## src/rtl/pipe_hazard_pkg.sv

```systemverilog
// Shared types for the five-stage pipeline hazard controller: operand mux selects,
// scoreboard states and the forwarding priority helper.
package pipe_hazard_pkg;

    typedef enum logic [1:0] {
        FWD_RF = 2'b00,
        FWD_W  = 2'b01,
        FWD_M  = 2'b10
    } fwd_sel_e;

    typedef enum logic {
        IDLE = 1'b0,
        BUSY = 1'b1
    } md_state_e;

    // The youngest producer (M) wins over the older one (W).
    function automatic fwd_sel_e fwd_pick(input logic hit_m, input logic hit_w);
        fwd_sel_e sel;
        if (hit_m) begin
            sel = FWD_M;
        end else if (hit_w) begin
            sel = FWD_W;
        end else begin
            sel = FWD_RF;
        end
        return sel;
    endfunction

endpackage

```

## src/rtl/pipe_hazard_ctrl_if.sv

```systemverilog
// Datapath <-> hazard controller bundle. The performance counters exist only
// when PIPE_HAZARD_PERF_EN is defined.
interface pipe_hazard_ctrl_if #(
    parameter int NREG = 32,
    parameter int NSRC = 2
);
    localparam int AW = $clog2(NREG);

    logic [NSRC*AW-1:0] rs_d;
    logic [NSRC*AW-1:0] rs_e;
    logic [AW-1:0]      rd_e;
    logic [AW-1:0]      rd_m;
    logic [AW-1:0]      rd_w;
    logic               regwrite_m;
    logic               regwrite_w;
    logic               memread_e;
    logic               md_op_d;
    logic               md_issue_e;
    logic [AW-1:0]      md_rd_e;
    logic               md_done;
    logic               pcsrc_e;
    logic [NSRC*2-1:0]  fwd_e;
    logic               stall_f;
    logic               stall_d;
    logic               flush_d;
    logic               flush_e;
    logic               md_busy;
`ifdef PIPE_HAZARD_PERF_EN
    logic [31:0]        stall_cnt;
    logic [31:0]        flush_cnt;
`endif

    modport master (
        output rs_d, rs_e, rd_e, rd_m, rd_w, regwrite_m, regwrite_w, memread_e,
               md_op_d, md_issue_e, md_rd_e, md_done, pcsrc_e,
        input  fwd_e, stall_f, stall_d, flush_d, flush_e, md_busy
`ifdef PIPE_HAZARD_PERF_EN
        , input stall_cnt, flush_cnt
`endif
    );

    modport slave (
        input  rs_d, rs_e, rd_e, rd_m, rd_w, regwrite_m, regwrite_w, memread_e,
               md_op_d, md_issue_e, md_rd_e, md_done, pcsrc_e,
        output fwd_e, stall_f, stall_d, flush_d, flush_e, md_busy
`ifdef PIPE_HAZARD_PERF_EN
        , output stall_cnt, flush_cnt
`endif
    );

endinterface

```

## src/rtl/pipe_hazard_ctrl_md_scoreboard.sv

```systemverilog
// One-entry scoreboard for the non-pipelined mul/div unit: tracks the outstanding
// destination and raises mdh for dependent or structurally conflicting D instructions.
module md_scoreboard_chk (
    input logic clk,
    input logic rst,
    input logic busy,
    input logic md_issue_e
);
    // The unit is non-pipelined, so a second launch while busy is illegal.
    a_no_issue_while_busy: assert property (@(posedge clk) disable iff (rst) !(busy && md_issue_e));
endmodule

module md_scoreboard
    import pipe_hazard_pkg::*;
#(
    parameter int NREG = 32,
    parameter int NSRC = 2
) (
    input  logic                          clk,
    input  logic                          rst,
    input  logic [NSRC*$clog2(NREG)-1:0]  rs_d,
    input  logic                          md_op_d,
    input  logic                          md_issue_e,
    input  logic [$clog2(NREG)-1:0]       md_rd_e,
    input  logic                          md_done,
    input  logic                          flush_e,
    output logic                          mdh,
    output logic                          md_busy
);
    localparam int AW = $clog2(NREG);

    md_state_e         state_r;
    logic [AW-1:0]     busy_rd_r;
    logic              md_busy_r;
    logic [NSRC-1:0]   hit_s;
    logic              rd_nz_s;
    logic              waw_s;
    logic              mdh_s;

    for (genvar k = 0; k < NSRC; k++) begin : g_hit
        assign hit_s[k] = (rs_d[k*AW +: AW] == busy_rd_r);
    end

    assign rd_nz_s = (busy_rd_r != {AW{1'b0}});
    // A mul/div in D carries its destination in slot 0.
    assign waw_s   = md_op_d && (rs_d[AW-1:0] == busy_rd_r);

    // Scoreboard state, outstanding destination and registered busy flag.
    always_ff @(posedge clk) begin
        if (rst) begin
            state_r   <= IDLE;
            busy_rd_r <= {AW{1'b0}};
            md_busy_r <= 1'b0;
        end else begin
            case (state_r)
                IDLE: begin
                    if (md_issue_e && !flush_e) begin
                        state_r   <= BUSY;
                        busy_rd_r <= md_rd_e;
                        md_busy_r <= 1'b1;
                    end
                end
                BUSY: begin
                    if (md_done) begin
                        state_r   <= IDLE;
                        md_busy_r <= 1'b0;
                    end
                end
                default: begin
                    state_r   <= IDLE;
                    md_busy_r <= 1'b0;
                end
            endcase
        end
    end

    // Hazard holds through the md_done cycle since the state is still BUSY then.
    always_comb begin
        mdh_s = 1'b0;
        if (state_r == BUSY) begin
            mdh_s = md_op_d || (rd_nz_s && ((|hit_s) || waw_s));
        end else begin
            mdh_s = 1'b0;
        end
    end

    assign mdh     = mdh_s;
    assign md_busy = md_busy_r;

    md_scoreboard_chk u_chk (
        .clk        (clk),
        .rst        (rst),
        .busy       (state_r == BUSY),
        .md_issue_e (md_issue_e)
    );

endmodule

```

## src/rtl/pipe_hazard_ctrl.sv

```systemverilog
// Hazard controller for the five-stage pipeline: forwarding selects, load-use and
// mul/div stalls, branch flushes. PIPE_HAZARD_PERF_EN adds stall/flush cycle counters.
module pipe_hazard_ctrl
    import pipe_hazard_pkg::*;
#(
    parameter int NREG = 32,
    parameter int NSRC = 2
) (
    input logic               clk,
    input logic               rst,
    pipe_hazard_ctrl_if.slave hif
);
    localparam int AW = $clog2(NREG);

    logic [NSRC*2-1:0] fwd_s;
    logic [NSRC-1:0]   lu_hit_s;
    logic              lu_s;
    logic              mdh_s;
    logic              md_busy_s;
    logic              stall_s;
    logic              flush_e_s;

    for (genvar k = 0; k < NSRC; k++) begin : g_src
        logic [AW-1:0] rs_e_k_s;
        logic          hit_m_s;
        logic          hit_w_s;
        assign rs_e_k_s = hif.rs_e[k*AW +: AW];
        assign hit_m_s  = hif.regwrite_m && (hif.rd_m != {AW{1'b0}}) && (rs_e_k_s == hif.rd_m);
        assign hit_w_s  = hif.regwrite_w && (hif.rd_w != {AW{1'b0}}) && (rs_e_k_s == hif.rd_w);
        assign fwd_s[k*2 +: 2] = fwd_pick(hit_m_s, hit_w_s);
        assign lu_hit_s[k]     = (hif.rs_d[k*AW +: AW] == hif.rd_e);
    end

    assign lu_s = hif.memread_e && (hif.rd_e != {AW{1'b0}}) && (|lu_hit_s);

    md_scoreboard #(
        .NREG (NREG),
        .NSRC (NSRC)
    ) u_md_scoreboard (
        .clk        (clk),
        .rst        (rst),
        .rs_d       (hif.rs_d),
        .md_op_d    (hif.md_op_d),
        .md_issue_e (hif.md_issue_e),
        .md_rd_e    (hif.md_rd_e),
        .md_done    (hif.md_done),
        .flush_e    (flush_e_s),
        .mdh        (mdh_s),
        .md_busy    (md_busy_s)
    );

    // A resolved branch beats any stall: the D instruction is on the wrong path.
    assign stall_s   = (lu_s || mdh_s) && !hif.pcsrc_e;
    assign flush_e_s = lu_s || mdh_s || hif.pcsrc_e;

    assign hif.fwd_e   = fwd_s;
    assign hif.stall_f = stall_s;
    assign hif.stall_d = stall_s;
    assign hif.flush_d = hif.pcsrc_e;
    assign hif.flush_e = flush_e_s;
    assign hif.md_busy = md_busy_s;

`ifdef PIPE_HAZARD_PERF_EN
    logic [31:0] stall_cnt_r;
    logic [31:0] flush_cnt_r;

    // Free-running wrap-around counters of stall and flush cycles.
    always_ff @(posedge clk) begin
        if (rst) begin
            stall_cnt_r <= 32'd0;
            flush_cnt_r <= 32'd0;
        end else begin
            stall_cnt_r <= stall_cnt_r + {31'd0, stall_s};
            flush_cnt_r <= flush_cnt_r + {31'd0, hif.pcsrc_e};
        end
    end

    assign hif.stall_cnt = stall_cnt_r;
    assign hif.flush_cnt = flush_cnt_r;
`endif

endmodule
```

## src/flat_wrapper.sv

```systemverilog
// flat-port wrapper written by rule: the top's interface ports become plain ports
module pipe_hazard_ctrl_flat import pipe_hazard_pkg::*;
#(
    parameter int NREG = 32,
    parameter int NSRC = 2
)
  (clk, rst, hif_rs_d, hif_rs_e, hif_rd_e, hif_rd_m, hif_rd_w, hif_regwrite_m, hif_regwrite_w, hif_memread_e, hif_md_op_d, hif_md_issue_e, hif_md_rd_e, hif_md_done, hif_pcsrc_e, hif_fwd_e, hif_stall_f, hif_stall_d, hif_flush_d, hif_flush_e, hif_md_busy);
  pipe_hazard_ctrl_if #(.NREG(NREG), .NSRC(NSRC)) hif_i ();
  input logic clk;
  input logic rst;
  input wire logic [$bits(hif_i.rs_d)-1:0] hif_rs_d;
  input wire logic [$bits(hif_i.rs_e)-1:0] hif_rs_e;
  input wire logic [$bits(hif_i.rd_e)-1:0] hif_rd_e;
  input wire logic [$bits(hif_i.rd_m)-1:0] hif_rd_m;
  input wire logic [$bits(hif_i.rd_w)-1:0] hif_rd_w;
  input wire logic [$bits(hif_i.regwrite_m)-1:0] hif_regwrite_m;
  input wire logic [$bits(hif_i.regwrite_w)-1:0] hif_regwrite_w;
  input wire logic [$bits(hif_i.memread_e)-1:0] hif_memread_e;
  input wire logic [$bits(hif_i.md_op_d)-1:0] hif_md_op_d;
  input wire logic [$bits(hif_i.md_issue_e)-1:0] hif_md_issue_e;
  input wire logic [$bits(hif_i.md_rd_e)-1:0] hif_md_rd_e;
  input wire logic [$bits(hif_i.md_done)-1:0] hif_md_done;
  input wire logic [$bits(hif_i.pcsrc_e)-1:0] hif_pcsrc_e;
  output wire logic [$bits(hif_i.fwd_e)-1:0] hif_fwd_e;
  output wire logic [$bits(hif_i.stall_f)-1:0] hif_stall_f;
  output wire logic [$bits(hif_i.stall_d)-1:0] hif_stall_d;
  output wire logic [$bits(hif_i.flush_d)-1:0] hif_flush_d;
  output wire logic [$bits(hif_i.flush_e)-1:0] hif_flush_e;
  output wire logic [$bits(hif_i.md_busy)-1:0] hif_md_busy;
  assign hif_i.rs_d = hif_rs_d;
  assign hif_i.rs_e = hif_rs_e;
  assign hif_i.rd_e = hif_rd_e;
  assign hif_i.rd_m = hif_rd_m;
  assign hif_i.rd_w = hif_rd_w;
  assign hif_i.regwrite_m = hif_regwrite_m;
  assign hif_i.regwrite_w = hif_regwrite_w;
  assign hif_i.memread_e = hif_memread_e;
  assign hif_i.md_op_d = hif_md_op_d;
  assign hif_i.md_issue_e = hif_md_issue_e;
  assign hif_i.md_rd_e = hif_md_rd_e;
  assign hif_i.md_done = hif_md_done;
  assign hif_i.pcsrc_e = hif_pcsrc_e;
  assign hif_fwd_e = hif_i.fwd_e;
  assign hif_stall_f = hif_i.stall_f;
  assign hif_stall_d = hif_i.stall_d;
  assign hif_flush_d = hif_i.flush_d;
  assign hif_flush_e = hif_i.flush_e;
  assign hif_md_busy = hif_i.md_busy;
  pipe_hazard_ctrl #(.NREG(NREG), .NSRC(NSRC)) u_core (.clk(clk), .rst(rst), .hif(hif_i));
endmodule
```

## config.mk

```make
export PLATFORM = sky130hd
export DESIGN_NAME = pipe_hazard_ctrl_flat
export DESIGN_NICKNAME = d
export VERILOG_FILES = /design/src/rtl/pipe_hazard_pkg.sv /design/src/rtl/pipe_hazard_ctrl_if.sv /design/src/rtl/pipe_hazard_ctrl_md_scoreboard.sv /design/src/rtl/pipe_hazard_ctrl.sv /design/src/flat_wrapper.sv
export SDC_FILE = /design/constraint.sdc
export NUM_CORES = 1
export LEC_CHECK = 0
export BUFFER_PORTS_ARGS = -buffer_cell sky130_fd_sc_hd__buf_2
export CAP_MARGIN = 20
export CELL_PAD_IN_SITES_DETAIL_PLACEMENT = 1
export CELL_PAD_IN_SITES_GLOBAL_PLACEMENT = 1
export CORE_MARGIN = 2
export CORE_UTILIZATION = 27
export CTS_CLUSTER_DIAMETER = 100
export DETAILED_ROUTE_END_ITERATION = 10
export PLACE_DENSITY_LB_ADDON = 0.1
export SYNTH_ARGS = -nofsm -noshare
export SYNTH_HDL_FRONTEND = slang
export SYNTH_HIERARCHICAL = 1
export SYNTH_SLANG_ARGS = --single-unit
export TNS_END_PERCENT = 5
```

## constraint.sdc

```tcl
create_clock -name clk -period 2.7 [get_ports clk]
set_input_delay 0.54 -clock clk [delete_from_list [all_inputs] [get_ports clk]]
set_output_delay 0.54 -clock clk [all_outputs]
set_load 0.01 [all_outputs]
```

==> results of run 1 <==
[repair_timing]
action                     CTS  global route
setup buffers                0             0
setup endpoints to repair    0             1
resized for setup            0             1
[worst max-delay path by stage]
stage / startpoint / to / slack [ns] / cells after the start
floorplan: u_core/u_md_scoreboard/busy_rd_r[3] / u_core/u_md_scoreboard/busy_rd_r[0] / 0.27 / 9
global placement: hif_rd_m[1] / hif_fwd_e[2] / 0.31 / 6
detailed placement: hif_rd_m[1] / hif_fwd_e[2] / 0.27 / 6
CTS: u_core/u_md_scoreboard/busy_rd_r[3] / hif_flush_e / 0.07 / 7
global route: u_core/u_md_scoreboard/busy_rd_r[0] / hif_flush_e / 0.03 / 7
finish: u_core/u_md_scoreboard/busy_rd_r[3] / hif_flush_e / 0.15 / 7
[registers in the layout, indices dropped and copies added (netlist names)]
register                          flops
u_core/u_md_scoreboard/busy_rd_r      5
u_core/u_md_scoreboard/md_busy        1
u_core/u_md_scoreboard/state_r        1
[power by group through the flow]
stage          registers [W]  clock network, W  logic [W]
2_1_floorplan       0.000118                 0  0.0000777
3_3_place_gp        0.000119                 0   0.000146
3_5_place_dp        0.000119                 0   0.000151
4_1_cts             0.000117          0.000101   0.000152
5_1_grt             0.000118          0.000109   0.000167
6_report            0.000117         0.0000967   0.000150
[layout by cell type (no fill, tap or decap), types with 2 or more instances in the layout]
master | netlist | layout
buf_2 | 0 | 57
xor2_1 | 28 | 28
xnor2_1 | 12 | 12
nor2_1 | 11 | 11
dfxtp_1 | 7 | 7
or4_1 | 5 | 5
mux2i_1 | 5 | 5
nand3_1 | 4 | 4
nor4_1 | 4 | 4
clkbuf_4 | 0 | 3
nor3_1 | 3 | 3
inv_1 | 2 | 2
nand2_1 | 2 | 2
o21ai_1 | 1 | 2
nor4_2 | 2 | 2
[layer usage]
| metal | track usage | routed length [µm] |
|---|---|---|
| met1 | 0.1961 | 1139 |
| met2 | 0.2669 | 1233 |
| met3 | 0.03712 | 186 |
| met4 | 0.01948 | 0 |
| met5 | 0 | 0 |
[logic make-up after synthesis]
family          Yosys count
flops                     7
simple gates             34
mux                       5
buf+inv                   6
compound gates            8
xor+xnor                 40
[worst max-delay path: stages, from the launching register on]
cell     delay, ns
dfxtp_1       0.36
or4_1         0.56
nor2_2        0.12
nor4_1        0.07
o31a_1        0.29
nor2_1        0.10
o21ai_1       0.09
buf_2         0.16
[stage by stage]
stage	area, µm²	total power, W	hold WS, ns
2_1_floorplan	829.5	0.0001956	0.4773
3_3_place_gp	1134	0.0002648	0.4804
3_5_place_dp	1134	0.0002701	0.4904
4_1_cts	1160	0.0003701	0.4770
5_1_grt	1160	0.0003944	0.4729
6_report	1160	0.0003634	0.4796
[cell type report]
cell class	instances	area, µm²	area share
sequential	7	140.1	0.1208
multi-input combinational	87	651.9	0.5620
inverter	2	7.507	0.006473
tap	33	41.29	0.03560
timing repair buffer	58	292.8	0.2524
clock buffer	4	26.28	0.02265
==> results.cfg, run 1 <==
[run_status]
status = finished, final reports clean

[global_routing]
grt.overflow.total = 0
grt_util_all_layers = 0.1537
grt_max_degree = 8
first_global_vias = 930
grt_pass1_wl_um = 4167
antenna_found_initial = 0

[cells_and_area]
nNetsFinal = 208
antennaDiodeCount = 0
final_cells = 191
final_util = 0.3895
nFillCells = 399
area_delta_synth_final_pct = 39.82
drive_gt1_frac = 0.4177

[synthesis]
synth_nets = 149
seq_area_frac_synth = 0.1689
yosysWarnings = 6
synth_edf_count = 0
synth_most_common_cell = xor2_1
synthXorXnorAreaFrac = 0.4223
synth_top_family_by_area = XOR/XNOR gates
avgSynthCellArea_um2 = 8.295
synthAdderAreaFrac = 0
synthMuxAreaShare = 0.06033
syn_inst = 100
synthSimpleGateAreaFrac = 0.2383
ys_seq_elements = 7
yosys-top-cells-area = xor2_1, dfxtp_1, xnor2_1
async_flop_share = 0
yosysTopAreaCell = xor2_1
synth_flop_cell = dfxtp_1
synth_cell_types = 24
synth_area_um2 = 829.5
synth-compound-area-share = 0.06486
yosysTopAreaCellShare = 0.2956
netlist_top_cells_count = xor2_1, xnor2_1, nor2_1, dfxtp_1

[die]
dieArea_um2 = 3532
fp-row-count = 20
core_um2 = 2978
die_x_um = 59.43
start_util = 0.2786
die_h_um = 59.43
pin_count = 58

[clock_network]
cts_inserted_buffers = 3
clock_sink_count = 7
cts_max_level = 1
cts_max_path_buffers = 2
cts.clk_slew.worst_paths_ns = 0.05
cts_tree = done
clkLatencyLatePin_ns = 0.26
postCtsHoldBufs = 0
cts-root-buf = clkbuf_4

[power_and_ir_drop]
p_comb_frac = 0.412
ir_drop_v = 0.0002061
leakage_nw = 0.5451
p_int_w = 0.0002415
p_sw_frac = 0.3355
powerDensity_nw_per_um2 = 313.4
pwr-share-seq = 0.322
p_sw_w = 0.0001219
power.share.clock = 0.266

[routing]
wire_per_inst_um = 13.40
vias = 907
drt-initial-drc-count = 12
ant_nets = 0
viasPerCell = 4.749
drcViolationCount = 0
finalWirelength_um = 2559
firstDrtPassIters = 3

[timing]
finalSetupTns_ns = 0
fmax_mhz = 392.4
setup_slack_ns = 0.1516
rsz0062_at_grt = false
period_share = 0.9438
setup_viol = 0
fin_crit_ns = 2.548
tightest_slew_ns = 0.4370
final-hold-violation-count = 0
fin_worst_skew_ns = 0.002309
max_slew_margin = 0.7060
slew_viol_final = 0

[critical_path]
crit_fanout = 4
cp-end-kind = output pin
reg2reg_depth = 10
reg2reg_slack_ns = 0.38
crit_required_ns = 2.16
critPathLaunchType = flip-flop
path_class = reg -> out
rr_startpoint = u_core/u_md_scoreboard/busy_rd_r[3]
r2r_end = u_core/u_md_scoreboard/busy_rd_r[1]
crit_arrival_ns = 2.01

[min_path]
hold_end = u_core/u_md_scoreboard/md_busy
holdCritPathClass = in -> reg
min_path_cells = 2
min-delay-start = hif_md_done

[placed_design]
gp_congestion = 0.7127
dp_hpwl_um = 2308
dp_cells = 187
pre_cts_slack_ns = 0.2675
io_buffer_count = 57

[run]
maxCapViolations = 0
Note: power is estimated with default switching activity, not from simulation.
==> inputs of run 2 (changes only) <==
--- a/config.mk
+++ b/config.mk
@@ -10,12 +10,12 @@
 export CELL_PAD_IN_SITES_DETAIL_PLACEMENT = 1
 export CELL_PAD_IN_SITES_GLOBAL_PLACEMENT = 1
 export CORE_MARGIN = 2
-export CORE_UTILIZATION = 27
+export CORE_UTILIZATION = 28
 export CTS_CLUSTER_DIAMETER = 100
 export DETAILED_ROUTE_END_ITERATION = 10
 export PLACE_DENSITY_LB_ADDON = 0.1
+export SKIP_CTS_REPAIR_TIMING = 1
 export SYNTH_ARGS = -nofsm -noshare
 export SYNTH_HDL_FRONTEND = slang
-export SYNTH_HIERARCHICAL = 1
 export SYNTH_SLANG_ARGS = --single-unit
 export TNS_END_PERCENT = 5
==> run 2 against run 1 <==
Non-clock buffer count is the same. Synthesized cell count grew 9.0%. Combinational power grew 5%. Highest routed layer is now met4. Sequential cell count is the same. Worst hold slack lost 0.0047 ns. Critical path type is now in -> out.
==> results.cfg, run 2 <==
[synthesis]
avgSynthCellArea_um2 = 8.150
yosysTopAreaCell = xnor2_1
ys_seq_elements = 7
async_flop_share = 0
yosys-top-cells-area = xnor2_1, dfxtp_1, xor2_1
synth_nets = 158
yosysWarnings = 0
synth_cell_types = 24
netlist_top_cells_count = xnor2_1, xor2_1, nand2b_1, nand2_1, dfxtp_1
synth_most_common_cell = xnor2_1
synth_edf_count = 0
syn_inst = 109
synth_area_um2 = 888.4
synth_flop_cell = dfxtp_1
yosysTopAreaCellShare = 0.2563
seq_area_frac_synth = 0.1577

[power_and_ir_drop]
total_power_w = 0.0003660
power.share.clock = 0.248
p_sw_w = 0.0001159
powerDensity_nw_per_um2 = 297.9
ir_drop_v = 0.0002749
pwr-share-seq = 0.319
leakage_nw = 0.5282
p_comb_frac = 0.433
p_int_w = 0.0002501
p_sw_frac = 0.3168

[global_routing]
antenna_found_initial = 0
grt_util_all_layers = 0.1464
busiest_layer = met2
grt_max_degree = 13
first_global_vias = 940
grt.overflow.total = 0
grt_util_met2 = 0.2469
use_met3 = 0.008658
gr-usage-met1 = 0.1985
grt_pass1_wl_um = 4084

[routing]
finalWirelength_um = 2560
viasPerCell = 4.429
vias = 930
drcViolationCount = 0
wire_per_inst_um = 12.19
drt-initial-drc-count = 19
firstDrtPassIters = 4
ant_nets = 0

[timing]
fin_worst_skew_ns = 0.003976
fmax_mhz = 393.6
period_share = 0.9409
setup_slack_ns = 0.1596
final-hold-violation-count = 0
max_slew_margin = 0.7746
tightest_slew_ns = 0.3350
rsz0062_at_grt = false
finalSetupTns_ns = 0
fin_crit_ns = 2.540
slew_viol_final = 0
setup_viol = 0

[cells_and_area]
layout_commonest_cell = buf_2
top_register = u_core.u_md_scoreboard.busy_rd_r
finalInstanceArea_um2 = 1229
layout_common_cells = buf_2, xnor2_1, xor2_1
multi_input_area_um2 = 706.9
nNetsFinal = 216
final_util = 0.4058
final-seq-area_um2 = 140.1
nFillCells = 402
antennaDiodeCount = 0
area_delta_synth_final_pct = 38.31
largest_reg_flops = 5
drive_gt1_frac = 0.3916

[clock_network]
clock_sink_count = 7
clkLatencyLatePin_ns = 0.24
cts_max_path_buffers = 2
cts_tree = done
cts.clk_slew.worst_paths_ns = 0.05
cts-root-buf = clkbuf_4
cts_inserted_buffers = 3
cts_max_level = 1

[die]
core_um2 = 3028
pin_count = 58
start_util = 0.2934
die_h_um = 60.33
die_x_um = 60.33
dieArea_um2 = 3639
fp-row-count = 20

[critical_path]
path_class = in -> out
reg2reg_slack_ns = 1.54
crit_required_ns = 2.16
crit_arrival_ns = 2.00
critPathLaunchType = input pin
r2r_end = u_core.u_md_scoreboard.busy_rd_r[1]
crit_fanout = 4
crit_start = hif_rd_e[1]
cp-end-kind = output pin
rr_startpoint = u_core.u_md_scoreboard.state_r
reg2reg_depth = 4
crit_end = hif_stall_d

[min_path]
min-delay-start = u_core.u_md_scoreboard.md_busy
holdCritPathClass = reg -> reg

[placed_design]
io_buffer_count = 57
dp_hpwl_um = 2302
pre_cts_slack_ns = 0.1359
gp_congestion = 0.7456
place_area_um2 = 1202

[run_status]
status = finished, final reports clean

[run]
maxCapViolations = 0
-- run 2: critical path, stage by stage --
cell and delay, ns:
buf_2 0.12, or4_1 0.53, o21a_2 0.26, a221oi_1 0.30
a211oi_1 0.10, buf_2 0.15
-- run 2: worst min-delay path by stage --
| stage | depth (start not counted) | end |
|---|---|---|
| 2_1_floorplan | 2 | u_core.u_md_scoreboard.state_r |
| 3_3_place_gp | 2 | u_core.u_md_scoreboard.md_busy |
| 3_5_place_dp | 2 | u_core.u_md_scoreboard.md_busy |
| 4_1_cts | 2 | u_core.u_md_scoreboard.md_busy |
| 5_1_grt | 2 | u_core.u_md_scoreboard.state_r |
| 6_report | 2 | u_core.u_md_scoreboard.md_busy |
-- run 2: kinds of logic (layout without fill, tap and decap cells) --
logic type / Yosys count / in the layout / synth area share
mux: 5 / 5 / 0.05634
buf+inv: 7 / 64 / 0.04648
flops: 7 / 7 / 0.1577
simple gates: 37 / 37 / 0.2338
compound gates: 13 / 13 / 0.1113
xor+xnor: 40 / 40 / 0.3944
-- run 2: power groups by stage --
stage | registers [W] | logic [W] | clock network (W)
3_3_place_gp | 0.000119 | 0.000156 | 0
3_5_place_dp | 0.000119 | 0.000160 | 0
6_report | 0.000117 | 0.000158 | 0.0000908
5_1_grt | 0.000118 | 0.000177 | 0.000101
4_1_cts | 0.000117 | 0.000161 | 0.0000960
2_1_floorplan | 0.000118 | 0.0000886 | 0
-- run 2: final cells by class --
| class | count | share of cell area |
|---|---|---|
| multi-input cells | 95 | 0.5754 |
| repair buffers | 58 | 0.2383 |
| flip-flops and latches | 7 | 0.1141 |
| well taps | 44 | 0.04481 |
| clock buffers | 4 | 0.02138 |
| inverters | 2 | 0.006110 |
-- run 2: routing by layer --
metal  share of wire  vias up  wire length (µm)
li1                -      489                 -
met1            0.46      411              1176
met2            0.49       28              1248
met3           0.049        2               125
met4          0.0035        0                 9
met5               0        -                 0
-- run 2: stage by stage --
stage                     hold slack, ns  cells
after floorplan                   0.4627    109
after global placement            0.4442    206
after detailed placement          0.4741    206
after CTS                         0.4823    210
after global routing              0.5151    210
final                             0.4749    210
